===== src/rtl/mem_arb_pkg.sv =====
// Shared types and helpers for the two-port memory arbiter/sequencer.
package mem_arb_pkg;

  typedef enum logic [1:0] {IDLE, BURST, DRAIN, DONE} state_t;

  localparam logic [1:0] ACCESS_1W  = 2'b00;
  localparam logic [1:0] ACCESS_4W  = 2'b01;
  localparam logic [1:0] ACCESS_8W  = 2'b10;
  localparam logic [1:0] ACCESS_16W = 2'b11;

  function automatic logic [4:0] size_to_beats(input logic [1:0] size);
    case (size)
      ACCESS_1W: return 5'd1;
      ACCESS_4W: return 5'd4;
      ACCESS_8W: return 5'd8;
      default:   return 5'd16;
    endcase
  endfunction

endpackage


===== src/rtl/mem_arbiter_rr_arbiter2.sv =====
// Two-way round-robin pick; last_grant resets to 1 so port 0 wins the first tie.
module rr_arbiter2 (
  input  logic       clock,
  input  logic       reset_n,
  input  logic [1:0] valid,
  input  logic       accept,
  output logic       pick,
  output logic       any
);

  logic last_grant;

  always_comb begin
    pick = 1'b0;
    case (valid)
      2'b01:   pick = 1'b0;
      2'b10:   pick = 1'b1;
      default: pick = ~last_grant;
    endcase
  end

  assign any = |valid;

  always_ff @(posedge clock or negedge reset_n) begin
    if (!reset_n)    last_grant <= 1'b1;
    else if (accept) last_grant <= pick;
  end

endmodule


===== src/rtl/mem_arbiter.sv =====
// Burst arbiter/sequencer splitting granted bursts into single-word accesses.
// Optional range check on accepted requests: define MEM_ARB_ADDR_CHECK_EN.
module mem_arbiter
  import mem_arb_pkg::*;
#(
  parameter int                 ADDR_W       = 32,
  parameter int                 DATA_W       = 32,
  parameter logic [ADDR_W-1:0]  BASE_ADDR    = 32'h80020000,
  parameter int unsigned        DEPTH        = 1048576,
  parameter int                 READ_LATENCY = 1
) (
  input  logic                clock,
  input  logic                reset_n,
  input  logic [1:0]          req_valid,
  output logic [1:0]          req_ready,
  input  logic [2*ADDR_W-1:0] req_addr,
  input  logic [1:0]          req_rw,
  input  logic [3:0]          req_size,
  input  logic [2*DATA_W-1:0] req_wdata,
  output logic [1:0]          wdata_ack,
  output logic [DATA_W-1:0]   rdata,
  output logic [1:0]          rdata_valid,
  output logic [1:0]          done,
  output logic [1:0]          err,
  output logic [ADDR_W-1:0]   mem_address,
  output logic [DATA_W-1:0]   mem_data_in,
  output logic [1:0]          mem_access_size,
  output logic                mem_rw,
  output logic                mem_enable,
  input  logic [DATA_W-1:0]   mem_data_out
);

`ifdef MEM_ARB_ADDR_CHECK_EN
  localparam bit ADDR_CHECK = 1'b1;
`else
  localparam bit ADDR_CHECK = 1'b0;
`endif
  localparam int LAT_W = (READ_LATENCY > 1) ? $clog2(READ_LATENCY) : 1;

  state_t                  state;
  logic                    g;
  logic [ADDR_W-1:0]       base;
  logic                    rw;
  logic [4:0]              beats;
  logic [4:0]              beat;
  logic [LAT_W-1:0]        drain_cnt;
  logic [READ_LATENCY-1:0] rd_pipe;
  logic [DATA_W-1:0]       wdata_hold;
  logic [DATA_W-1:0]       rdata_hold;
  logic                    err_flag;

  logic                    pick;
  logic                    any;
  logic                    handshake;
  logic [ADDR_W-1:0]       sel_addr;
  logic [ADDR_W-1:0]       sel_base;
  logic [1:0]              sel_size;
  logic [4:0]              sel_beats;
  logic                    sel_rw;
  logic [ADDR_W:0]         burst_end;
  logic                    in_window;
  logic                    reject;
  logic                    write_beat;
  logic [DATA_W-1:0]       cur_wdata;

  rr_arbiter2 u_rr (
    .clock   (clock),
    .reset_n (reset_n),
    .valid   (req_valid),
    .accept  (handshake),
    .pick    (pick),
    .any     (any)
  );

  assign handshake = (state == IDLE) && any;
  assign req_ready = handshake ? (2'b01 << pick) : 2'b00;

  assign sel_addr  = pick ? req_addr[2*ADDR_W-1:ADDR_W] : req_addr[ADDR_W-1:0];
  assign sel_base  = sel_addr & ~ADDR_W'(3);
  assign sel_size  = pick ? req_size[3:2] : req_size[1:0];
  assign sel_rw    = req_rw[pick];
  assign sel_beats = size_to_beats(sel_size);

  // Range check is done one bit wider so a burst ending past the top of the address space is caught.
  assign burst_end = {1'b0, sel_base} + (ADDR_W+1)'({sel_beats, 2'b00});
  assign in_window = ({1'b0, sel_base} >= (ADDR_W+1)'(BASE_ADDR)) &&
                     (burst_end <= (ADDR_W+1)'(BASE_ADDR) + (ADDR_W+1)'(DEPTH));
  assign reject    = ADDR_CHECK && !in_window;

  assign write_beat = (state == BURST) && !rw;
  assign cur_wdata  = g ? req_wdata[2*DATA_W-1:DATA_W] : req_wdata[DATA_W-1:0];

  always_ff @(posedge clock or negedge reset_n) begin
    if (!reset_n) begin
      state      <= IDLE;
      g          <= 1'b0;
      base       <= '0;
      rw         <= 1'b0;
      beats      <= '0;
      beat       <= '0;
      drain_cnt  <= '0;
      rd_pipe    <= '0;
      wdata_hold <= '0;
      rdata_hold <= '0;
      err_flag   <= 1'b0;
    end else begin
      rd_pipe <= READ_LATENCY'({rd_pipe, (state == BURST) && rw});
      if (rd_pipe[READ_LATENCY-1]) rdata_hold <= mem_data_out;
      if (write_beat) wdata_hold <= cur_wdata;
      case (state)
        IDLE: if (handshake) begin
          g        <= pick;
          err_flag <= reject;
          // A rejected request leaves the memory-side registers untouched.
          if (reject) begin
            state <= DONE;
          end else begin
            base  <= sel_base;
            rw    <= sel_rw;
            beats <= sel_beats;
            beat  <= '0;
            state <= BURST;
          end
        end
        BURST: begin
          if (beat == beats - 5'd1) begin
            drain_cnt <= '0;
            state     <= rw ? DRAIN : DONE;
          end else begin
            beat <= beat + 5'd1;
          end
        end
        DRAIN: begin
          if (drain_cnt == LAT_W'(READ_LATENCY - 1)) state <= DONE;
          else drain_cnt <= drain_cnt + LAT_W'(1);
        end
        DONE: begin
          err_flag <= 1'b0;
          state    <= IDLE;
        end
        default: state <= IDLE;
      endcase
    end
  end

  assign mem_enable      = (state == BURST);
  assign mem_rw          = rw;
  assign mem_address     = base + ADDR_W'({beat, 2'b00});
  assign mem_access_size = ACCESS_1W;
  assign mem_data_in     = write_beat ? cur_wdata : wdata_hold;
  assign wdata_ack       = write_beat ? (2'b01 << g) : 2'b00;
  assign rdata_valid     = rd_pipe[READ_LATENCY-1] ? (2'b01 << g) : 2'b00;
  assign rdata           = rd_pipe[READ_LATENCY-1] ? mem_data_out : rdata_hold;
  assign done            = (state == DONE) ? (2'b01 << g) : 2'b00;
  assign err             = ((state == DONE) && err_flag) ? (2'b01 << g) : 2'b00;

endmodule

===== config.mk =====
export PLATFORM = sky130hd
export DESIGN_NAME = mem_arbiter
export DESIGN_NICKNAME = d
export VERILOG_FILES = /design/src/rtl/mem_arb_pkg.sv /design/src/rtl/mem_arbiter_rr_arbiter2.sv /design/src/rtl/mem_arbiter.sv
export SDC_FILE = /design/constraint.sdc
export NUM_CORES = 1
export LEC_CHECK = 0
export ABC_AREA = 1
export CAP_MARGIN = 30
export CORE_ASPECT_RATIO = 1.5
export CORE_UTILIZATION = 45
export DETAILED_ROUTE_END_ITERATION = 12
export GPL_ROUTABILITY_DRIVEN = 0
export GPL_TIMING_DRIVEN = 0
export PLACE_DENSITY = 0.84
export SLEW_MARGIN = 40
export SYNTH_ARGS = -nofsm -noshare
export SYNTH_HDL_FRONTEND = slang
export SYNTH_SLANG_ARGS = --single-unit

===== constraint.sdc =====
create_clock -name clock -period 4.5 [get_ports clock]
set_clock_uncertainty 0.1 [all_clocks]
set_input_delay 0.45 -clock clock [delete_from_list [all_inputs] [get_ports clock]]
set_output_delay 0.45 -clock clock [all_outputs]
set_load 0.05 [all_outputs]

==> metrics.txt, run 1 <==
# fillers=1042; flop-to-flop setup slack=2.49 ns; CP max-delay cell=clkdlybuf4s50_1; Least-Margin Pin Slew=between 0.6 and 0.7 ns; Synth-to-Final Area Change=55.4%; Post-DRT Antenna Nets=0; DRT Pass-1 Iters=4; Hold Path End=rdata_hold[20]; Cells after Synth=790; Worst Hold Launch=rdata_hold[20]; global-route wire length before repair=just under 30 mm; worst hold path cell count=2; post-synth cell types=36; Final min period=between 3 and 4 ns; Placeable Area=13000 um2; met1 wire length=roughly 6.8 mm; grt ovf=0; register area share after synthesis=approximately 46%; latest clock arrival within the worst-skew pair=approximately 0.35 ns; Int Power=approximately 3.6 mW; CP max FO=6; Worst EP arrival=about 3.1 ns; Critical Path RT=about 4 ns; DRT iter0 DRCs=between 200 and 300; power density over the cells=about 850 nW/um2; root buffer cell=clkbuf_16; leading area contributor after synthesis=dfrtp_1; TritonCTS buffer count=9; DRC viols=0; worst r2r src=state[1]; placed cell area=a little under 9000 um2; Sequential Power Share=a little under a quarter; largest net degree at the start of global routing=between 60 and 70; die area=13700 um2; number of synthesized flops with an enable pin=0; Logic pwr share=between 60% and 70%; Critical Path End Type=output port; via count=just over 6000; WS Path Type=flop to output port; Peak VDD IR=roughly 0.00043 V; Area contributors post-synth=dfrtp_1, nand2_1, nand3_1, inv_1, ha_1; Final setup viols=0; CTS tree=yes; std cell rows=51; RR Endpoint=wdata_hold[11]; H-tree depth=3; routed len/inst=roughly 16 um; Nets=roughly 1300; post-cts resize count=0; clock sinks=between 100 and 150; switching portion of total power=approximately 54%; Vias/cell=about 5.0; vias in the first global route=just over 6000; synthesized flop and latch total=~110; initial antenna violation count=0; final period utilization=between 80% and 90%; Die Span X=96.1 um; status=complete, no violations; Clock Tree Buf Depth=2; Top Layer Used=met4; crit path cell chain=ha_1 -> inv_1 -> fa_1 -> o21ai_4 -> a21oi_4 -> nor2_4 -> xor2_1 -> clkdlybuf4s50_1; Psw=roughly 4.2 mW; Top Ports=280; Port Buffers=about 270; Max Slew Vio Count=0; max_cap viols=0; DPL Wire Length=between 15 and 20 mm; hold_ws=0.370 ns; initial cell density of the core=between 40 and 50%; Final Instance Area=roughly 9300 um2; antenna cells=0; Synth async-reset ratio=100%; relative slew slack=approximately three fifths; Synth Area per Inst=~7.6 um2; share of the synthesized area in the top cell type=a little under half; Worst-path clk slew=0.07 ns; min-delay worst type=flop to flop; Die Y=between 100 and 150 um; RSZ-0062 raised after global routing=no; cells on worst reg2reg path=10; Routed Wire Length=a little under 20 mm; delay of the slowest critical-path stage=a little over 0.8 ns; Primary FF master, synth=dfrtp_1; All-Layer GR Usage=28.7%; synthesized area=5970 um2; fmax=about 270 MHz; WL met2=around 10 mm; Static Leak=between 4 and 5 nW; Routed met3 length=1.68 mm; final hold vios=0; fraction of layout cells with a size suffix above 1=under 10%; Clk network pwr share=roughly an eighth; startpoint types=flop; synth warn=0
-- through the flow --
step	setup WS, ns	std cells	total power [mW]	util, %	setup TNS (ns)
CTS	0.800	1241	7.90	71.6	0
global placement	-1.33	1223	6.86	68.6	-141.98
detailed placement	1.12	1224	6.94	68.8	0
floorplan	1.62	795	5.14	-	0
finish	0.819	1241	7.86	71.6	0
global route	0.668	1241	8.29	71.6	0
-- per-layer routing --
layer  GRT usage [%]  vias to the layer above
met1            29.7                     2767
met2            51.0                      297
met4            18.0                        0
met5               0                        -
met3            6.60                       73
li1                -                     3044
-- worst max-delay path by stage --
stage,slack (ns),startpoint,endpoint
final,0.82,beat[0],mem_address[10]
after global placement,-1.33,reset_n,rdata_hold[9]
after global routing,0.67,beat[0],mem_address[10]
after floorplan,1.62,beat[0],mem_address[30]
after CTS,0.80,beat[0],mem_address[10]
after detailed placement,1.12,req_valid[1],req_ready[1]
-- Yosys cell counts, drive strengths merged (2+ instances only) --
| cell | count |
|---|---|
| nor2 | 34 |
| dfrtp | 108 |
| xor2 | 18 |
| a21oi | 6 |
| o211ai | 14 |
| clkbuf | 9 |
| ha | 13 |
| o21ai | 6 |
| nand3 | 77 |
| nor3 | 10 |
| nor3b | 2 |
| inv | 57 |
| o22ai | 4 |
| nand2 | 384 |
| buf | 24 |
| or2 | 2 |
| nand4 | 8 |
| nand3b | 4 |
| xnor2 | 5 |
-- layout make-up --
class                      count  area, um2  share of cell area, %
inverter                      57        214                   2.31
clock buffer                   9        225                   2.43
sequential                   109       2730                   29.4
clock inverter                 7        131                   1.42
buffer                        33        181                   1.95
multi-input combinational    596       2870                   30.9
timing repair buffer         271       2740                   29.5
tap                          159        199                   2.14
-- power groups by stage --
stage | clock, mW | sequential (mW) | combinational (mW)
after floorplan | 0 | 1.69 | 3.45
after global placement | 0 | 1.77 | 5.09
after detailed placement | 0 | 1.78 | 5.15
after CTS | 0.955 | 1.77 | 5.18
after global routing | 0.988 | 1.82 | 5.49
final | 0.936 | 1.78 | 5.15
-- kinds of logic after synthesis --
| logic type | synth area share (%) |
|---|---|
| xor+xnor | 3.37 |
| other cells | 0.0628 |
| buf+inv | 6.62 |
| fa+ha+maj | 3.06 |
| simple gates | 37.2 |
| flops | 45.7 |
| compound gates | 4.02 |
-- layout by cell type (no fill, tap or decap), types with 11 or more instances in the layout --
cell type and n:
buf_4 11, clkdlybuf4s50_1 268, ha_1 13, nor2_1 23, dfrtp_1 108, nand3_1 75
o211ai_1 14, xor2_1 18, nand2_1 378, buf_2 13, inv_1 53
-- state kept, by name, indices dropped and copies added (netlist names) --
signal           count
rdata_hold          32
g                    1
beats                4
state                2
u_rr.last_grant      1
mem_rw               1
base                30
rd_pipe              1
beat                 5
wdata_hold          32
-- worst max-delay path, delay by kind of cell, from the launching register on --
kind	cells	cell delay [ns]
AOI/OAI and AO/OA	2	0.40
xor gates and xnor gates	1	0.19
adders and majority gates	2	0.68
buffers and inverters	2	0.89
DFF	1	0.45
and+or+nand+nor	1	0.17
-- timing repair --
action	in CTS	in global routing
endpoints found under the hold margin	42	0
hold buffers	1	0
buffers inserted	0	0
Note: power is estimated with default switching activity, not from simulation.
==> run 2: changes to the inputs <==
- CORE_UTILIZATION: 45 -> 42
- PLACE_DENSITY: 0.84 -> 0.79
- clock period: 4.5 -> 3.71 ns (I/O delays scaled with it)
==> run 2 against run 1 <==
Compared with the run above: first-iteration DRC count down 34%; sequential power up 21%; final cell count up 0.40%; power up 18%; routed wire length up 1.4%; sequential share of layout area up 0.20 points; clock power down 2.6%; largest power group unchanged; final area down 0.69%.
==> metrics.txt, run 2 (same netlist as run 1, synthesis figures left out) <==
Logic pwr share=about two thirds; vias in the first global route=between 6000 and 7000; initial cell density of the core=between 40% and 50%; Tot Pwr=~9.3 mW; critical path's top delay family=buffers and inverters; Port Buffers=between 200 and 300; grt ovf=0; Buf/Inv on CP=2; Least-Margin Pin Slew=0.624 ns; min-delay worst type=flop to flop; crit path cell chain=ha_1 -> inv_1 -> fa_1 -> o21ai_4 -> a21oi_4 -> nor2_4 -> xor2_1 -> clkdlybuf4s50_1; Int Power=between 4 and 5 mW; delay of the slowest critical-path stage=0.84 ns; Worst-path clk slew=~0.070 ns; Final setup viols=0; Nets=between 1000 and 1500; Sequential Power Share=between 20% and 30%; Max Slew Vio Count=0; worst hold path cell count=2; via count=around 6200; Regs by FF count=rdata_hold: 32 flops, wdata_hold: 32 flops, base: 30 flops; global-route wire length before repair=30.8 mm; Clk network pwr share=approximately 9.8%; WS Path Type=flop to output port; Routed Wire Length=19.9 mm; met1 wire length=between 7 and 8 mm; relative slew slack=around three fifths; DPL Wire Length=around 16 mm; Psw=5.10 mW; Critical Path End Type=output port; Placeable Area=~14000 um2; H-tree depth=3; max_cap viols=0; root buffer cell=clkbuf_16; die area=between 10000 and 15000 um2; Critical Path RT=approximately 3.2 ns; cells on worst reg2reg path=9; Worst EP arrival=3.17 ns; largest net degree at the start of global routing=57; Critical path origin=beat[0]; Routed met3 length=1.63 mm; initial antenna violation count=1; Vias/cell=slightly below 5; Static Leak=roughly 4.4 nW; Top Layer Used=met4; fmax=roughly 270 MHz; Final min period=between 3 and 4 ns; std cell rows=53; WL met2=about 10 mm; fraction of layout cells with a size suffix above 1=under 10%; final period utilization=a little over nine tenths; DRC viols=0; antenna cells=0; Worst Hold Launch=rdata_hold[25]; Cells after DPL=1230; final core occ=roughly two thirds; Die Span X=99.4 um; status=complete, no violations; DRT Pass-1 Iters=5; startpoint types=flop; Clock Tree Buf Depth=2; CTS tree=yes; # fillers=1173; flop-to-flop setup slack=about 1.7 ns; TritonCTS buffer count=9; routed len/inst=roughly 16 um; Synth-to-Final Area Change=54.4%; most common cell after layout, fill and taps aside=nand2_1; Non-Filler Instances=1246; latest clock arrival within the worst-skew pair=between 0.3 and 0.4 ns; most frequent cells in the layout=nand2_1, clkdlybuf4s50_1, dfrtp_1; Hold Path End=rdata_hold[25]; Die Y=around 150 um; CP max FO=6; All-Layer GR Usage=27.5%; final hold vios=0; setup repair bufs after CTS=0; RR Endpoint=base[21]; DRT iter0 DRCs=about 170; power density over the cells=slightly above 1000 nW/um2; Top Ports=between 200 and 300; CP max-delay cell=clkdlybuf4s50_1; Post-DRT Antenna Nets=0; worst r2r src=state[0]; clock sinks=109; switching portion of total power=54.8%; Peak VDD IR=0.000500 V
[run 2: cell types whose count changed in the layout (fill, tap and decap cells not counted), moves of 3 or more]
cell,before,now
clkdlybuf4s50_1,268,263
clkinv_4,0,3
dlymetal6s2s_1,0,5
bufinv_16,3,0
[run 2: worst max path at each step]
| stage | end | slack, ns | cells after the start |
|---|---|---|---|
| 6_report | mem_address[10] | 0.07 | 8 |
| 3_3_place_gp | base[12] | -2.09 | 1 |
| 2_1_floorplan | mem_address[30] | 0.91 | 8 |
| 5_1_grt | mem_address[10] | -0.04 | 8 |
| 4_1_cts | mem_address[12] | 0.12 | 8 |
| 3_5_place_dp | req_ready[1] | 0.46 | 8 |
[run 2: cell type report]
type | count | area (um2) | area share, %
clock buffers | 10 | 229 | 2.48
multi-input cells | 596 | 2870 | 31.1
repair buffers | 271 | 2750 | 29.8
inverters | 57 | 214 | 2.32
plain buffers | 33 | 181 | 1.97
clock inverters | 5 | 43.8 | 0.475
flip-flops and latches | 109 | 2730 | 29.6
well taps | 165 | 206 | 2.24
[run 2: worst register-to-register path, cell delays in order, from the launching register on]
cell and delay [ns]:
dfrtp_1 0.44, inv_1 0.11, ha_1 0.19, inv_1 0.07, nor2_1 0.16, inv_1 0.10, nor2_2 0.25, buf_2 0.31
nand2_1 0.08, o211ai_1 0.11
[run 2: stage by stage]
step / setup WS [ns] / area (um2) / hold slack [ns] / setup TNS, ns
global placement: -2.09 / 8890 / 0.350 / -225.41
finish: 0.0672 / 9220 / 0.368 / 0
global route: -0.0432 / 9220 / 0.385 / -0.0432
detailed placement: 0.460 / 8920 / 0.225 / 0
floorplan: 0.909 / 5990 / -0.0246 / 0
CTS: 0.124 / 9200 / 0.370 / 0
[run 2: metal layers]
metal / GRT usage (%) / up-vias
met5: 0 / -
met4: 15.1 / 0
met3: 7.33 / 49
met2: 49.7 / 299
met1: 28.7 / 2756
li1: - / 3048
[run 2: what timing repair did]
item / 4_1_cts / 5_1_grt
gates resized for setup: 0 / 5
endpoints found under the setup margin: 0 / 5
endpoints found under the hold margin: 52 / 0
hold buffers: 1 / 0
[run 2: power by group through the flow]
stage          Combinational [mW]  Sequential [mW]  Clock, mW
2_1_floorplan                4.19             2.05          0
3_3_place_gp                 6.20             2.14          0
3_5_place_dp                 6.26             2.17          0
4_1_cts                      6.29             2.14      0.932
5_1_grt                      6.63             2.21      0.995
6_report                     6.25             2.15      0.912
==> run 3: changes to the inputs <==
- CAP_MARGIN: 30 -> default
- CORE_UTILIZATION: 42 -> 50
- DONT_BUFFER_PORTS: default -> 1
- PLACE_DENSITY: 0.79 -> 0.62
- clock period: 3.71 -> 4.3 ns (I/O delays scaled with it)
==> run 3 against run 2 <==
Compared with the run above: non-clock buffer count shrank 269; count of clock-buffer cells in the layout did not move; largest cell class is now multi-input combinational cells; critical path type unchanged; utilization decreased by 8.8 points; final area decreased by 28%; final cell count fell by 23%.
==> metrics.txt, run 3 (same netlist as run 1, synthesis figures left out) <==
status=complete, no violations; critical path's top delay family=buffers and inverters; delay of the slowest critical-path stage=0.51 ns; die area=~12000 um2; global-route wire length before repair=25.5 mm; cells on worst reg2reg path=10; setup repair bufs after CTS=0; Die Span X=around 90 um; grt ovf=0; Nets=992; via count=5167; Least-Margin Pin Slew=between 0.7 and 0.8 ns; Placeable Area=around 12000 um2; final period utilization=around 83%; antenna cells=0; DRT iter0 DRCs=between 200 and 250; Clock Tree Buf Depth=2; DRT Pass-1 Iters=4; relative slew slack=50.3%; CP max FO=10; Hold Path End=base[20]; max_cap viols=0; Routed Wire Length=around 17 mm; Critical Path End Type=output port; CP max-delay cell=ha_1; Die Y=about 140 um; Worst-path clk slew=0.08 ns; Cells after DPL=around 950; final hold vios=0; RR Endpoint=wdata_hold[21]; final core occ=57.4%; Non-Filler Instances=approximately 960; Port Buffers=0; # fillers=~1100; min-delay worst type=input pin to flop; Worst EP arrival=a little over 3 ns; root buffer cell=clkbuf_16; TritonCTS buffer count=9; DPL Wire Length=between 10 and 15 mm; Buf/Inv on CP=5; initial cell density of the core=51.5%; worst hold path cell count=2; startpoint types=flop; std cell rows=48; Vias/cell=around 5.4; Final min period=roughly 3.6 ns; initial antenna violation count=0; worst r2r src=state[1]; fraction of layout cells with a size suffix above 1=11.9%; WS Path Type=flop to output port; Critical Path RT=roughly 3.8 ns; dpl ws=about 1.1 ns; most frequent cells in the layout=nand2_1, dfrtp_1, nand3_1; clock sinks=~110; PnR worst setup slack=around 0.75 ns; latest clock arrival within the worst-skew pair=about 0.34 ns; routed len/inst=approximately 17 um; Top Ports=between 200 and 300; Synth-to-Final Area Change=11.4%; vias in the first global route=between 4000 and 5000; post-cts resize count=0; fmax=281 MHz; Worst Hold Launch=req_addr[52]; CTS tree=yes; largest net degree at the start of global routing=110; TNS Setup=0 ns; H-tree depth=3; most common cell after layout, fill and taps aside=nand2_1; DRC viols=0; crit path cell chain=inv_1 -> ha_1 -> buf_2 -> inv_1 -> nor2_2 -> nand2_1 -> inv_2 -> buf_4 -> nand2_1 -> nand3_1; Post-DRT Antenna Nets=0; Regs by FF count=rdata_hold: 32 flops, wdata_hold: 32 flops, base: 30 flops; Max Slew Vio Count=0; RSZ-0062 raised after global routing=no; CTS Hold Bufs=2; All-Layer GR Usage=between 20% and 30%; flop-to-flop setup slack=~1.3 ns; Final setup viols=0
## run 3: cell types whose count changed in the layout (fill, tap and decap cells not counted), sizes merged
cell           before  now
inv                59   60
clkinv              3    1
buf                26   25
clkdlybuf4s50     263    0
dlymetal6s2s        5    0
clkinvlp            0    2
## run 3: how the worst max path moves through the flow
stage                     slack, ns  depth (start not counted)         endpoint  startpoint
after floorplan                1.44                          8  mem_address[30]     beat[0]
after global placement         1.14                         10  mem_data_in[21]    state[1]
after detailed placement       1.10                         10  mem_data_in[21]    state[1]
after CTS                      0.72                         10  mem_data_in[21]    state[1]
after global routing           0.58                         10  mem_data_in[25]    state[1]
final                          0.75                         10  mem_data_in[21]    state[1]
## run 3: layer usage
metal	routed length, um	track usage, %	vias to the layer above
met5	0	0	-
li1	-	-	2500
met3	1310	7.27	45
met4	807	14.4	0
met2	8690	49.5	252
met1	5910	28.2	2370
## run 3: metrics by stage
step                      hold WS, ns  area (um2)
final                           0.102        6650
after global routing           0.0873        6650
after CTS                      0.0928        6650
after detailed placement       0.0381        6320
after global placement         0.0376        6180
after floorplan                0.0344        5990
## run 3: final cells by class
type                            count  area [um2]  share of cell area, %
Buffer                             33         181                   2.73
Clock buffer                       10         239                   3.59
Clock inverter                      6        52.6                  0.790
Inverter                           57         214                   3.22
Multi-Input combinational cell    596        3010                   45.2
Sequential cell                   109        2730                   41.0
Tap cell                          150         188                   2.82
Timing Repair Buffer                2        37.5                  0.565
## run 3: worst reg2reg max path, cell delays in order (launching register included)
cell and delay [ns]:
dfrtp_1 0.41, inv_1 0.13, ha_1 0.51, buf_2 0.30
inv_1 0.10, nor2_2 0.17, nand2_1 0.09, inv_2 0.11
buf_4 0.27, nand2_1 0.16, nand3_1 0.44
Power of run 3 is left out: the tool's default activity adds up to more than one toggle a clock period on the data nets, which glitch-free logic cannot reach.
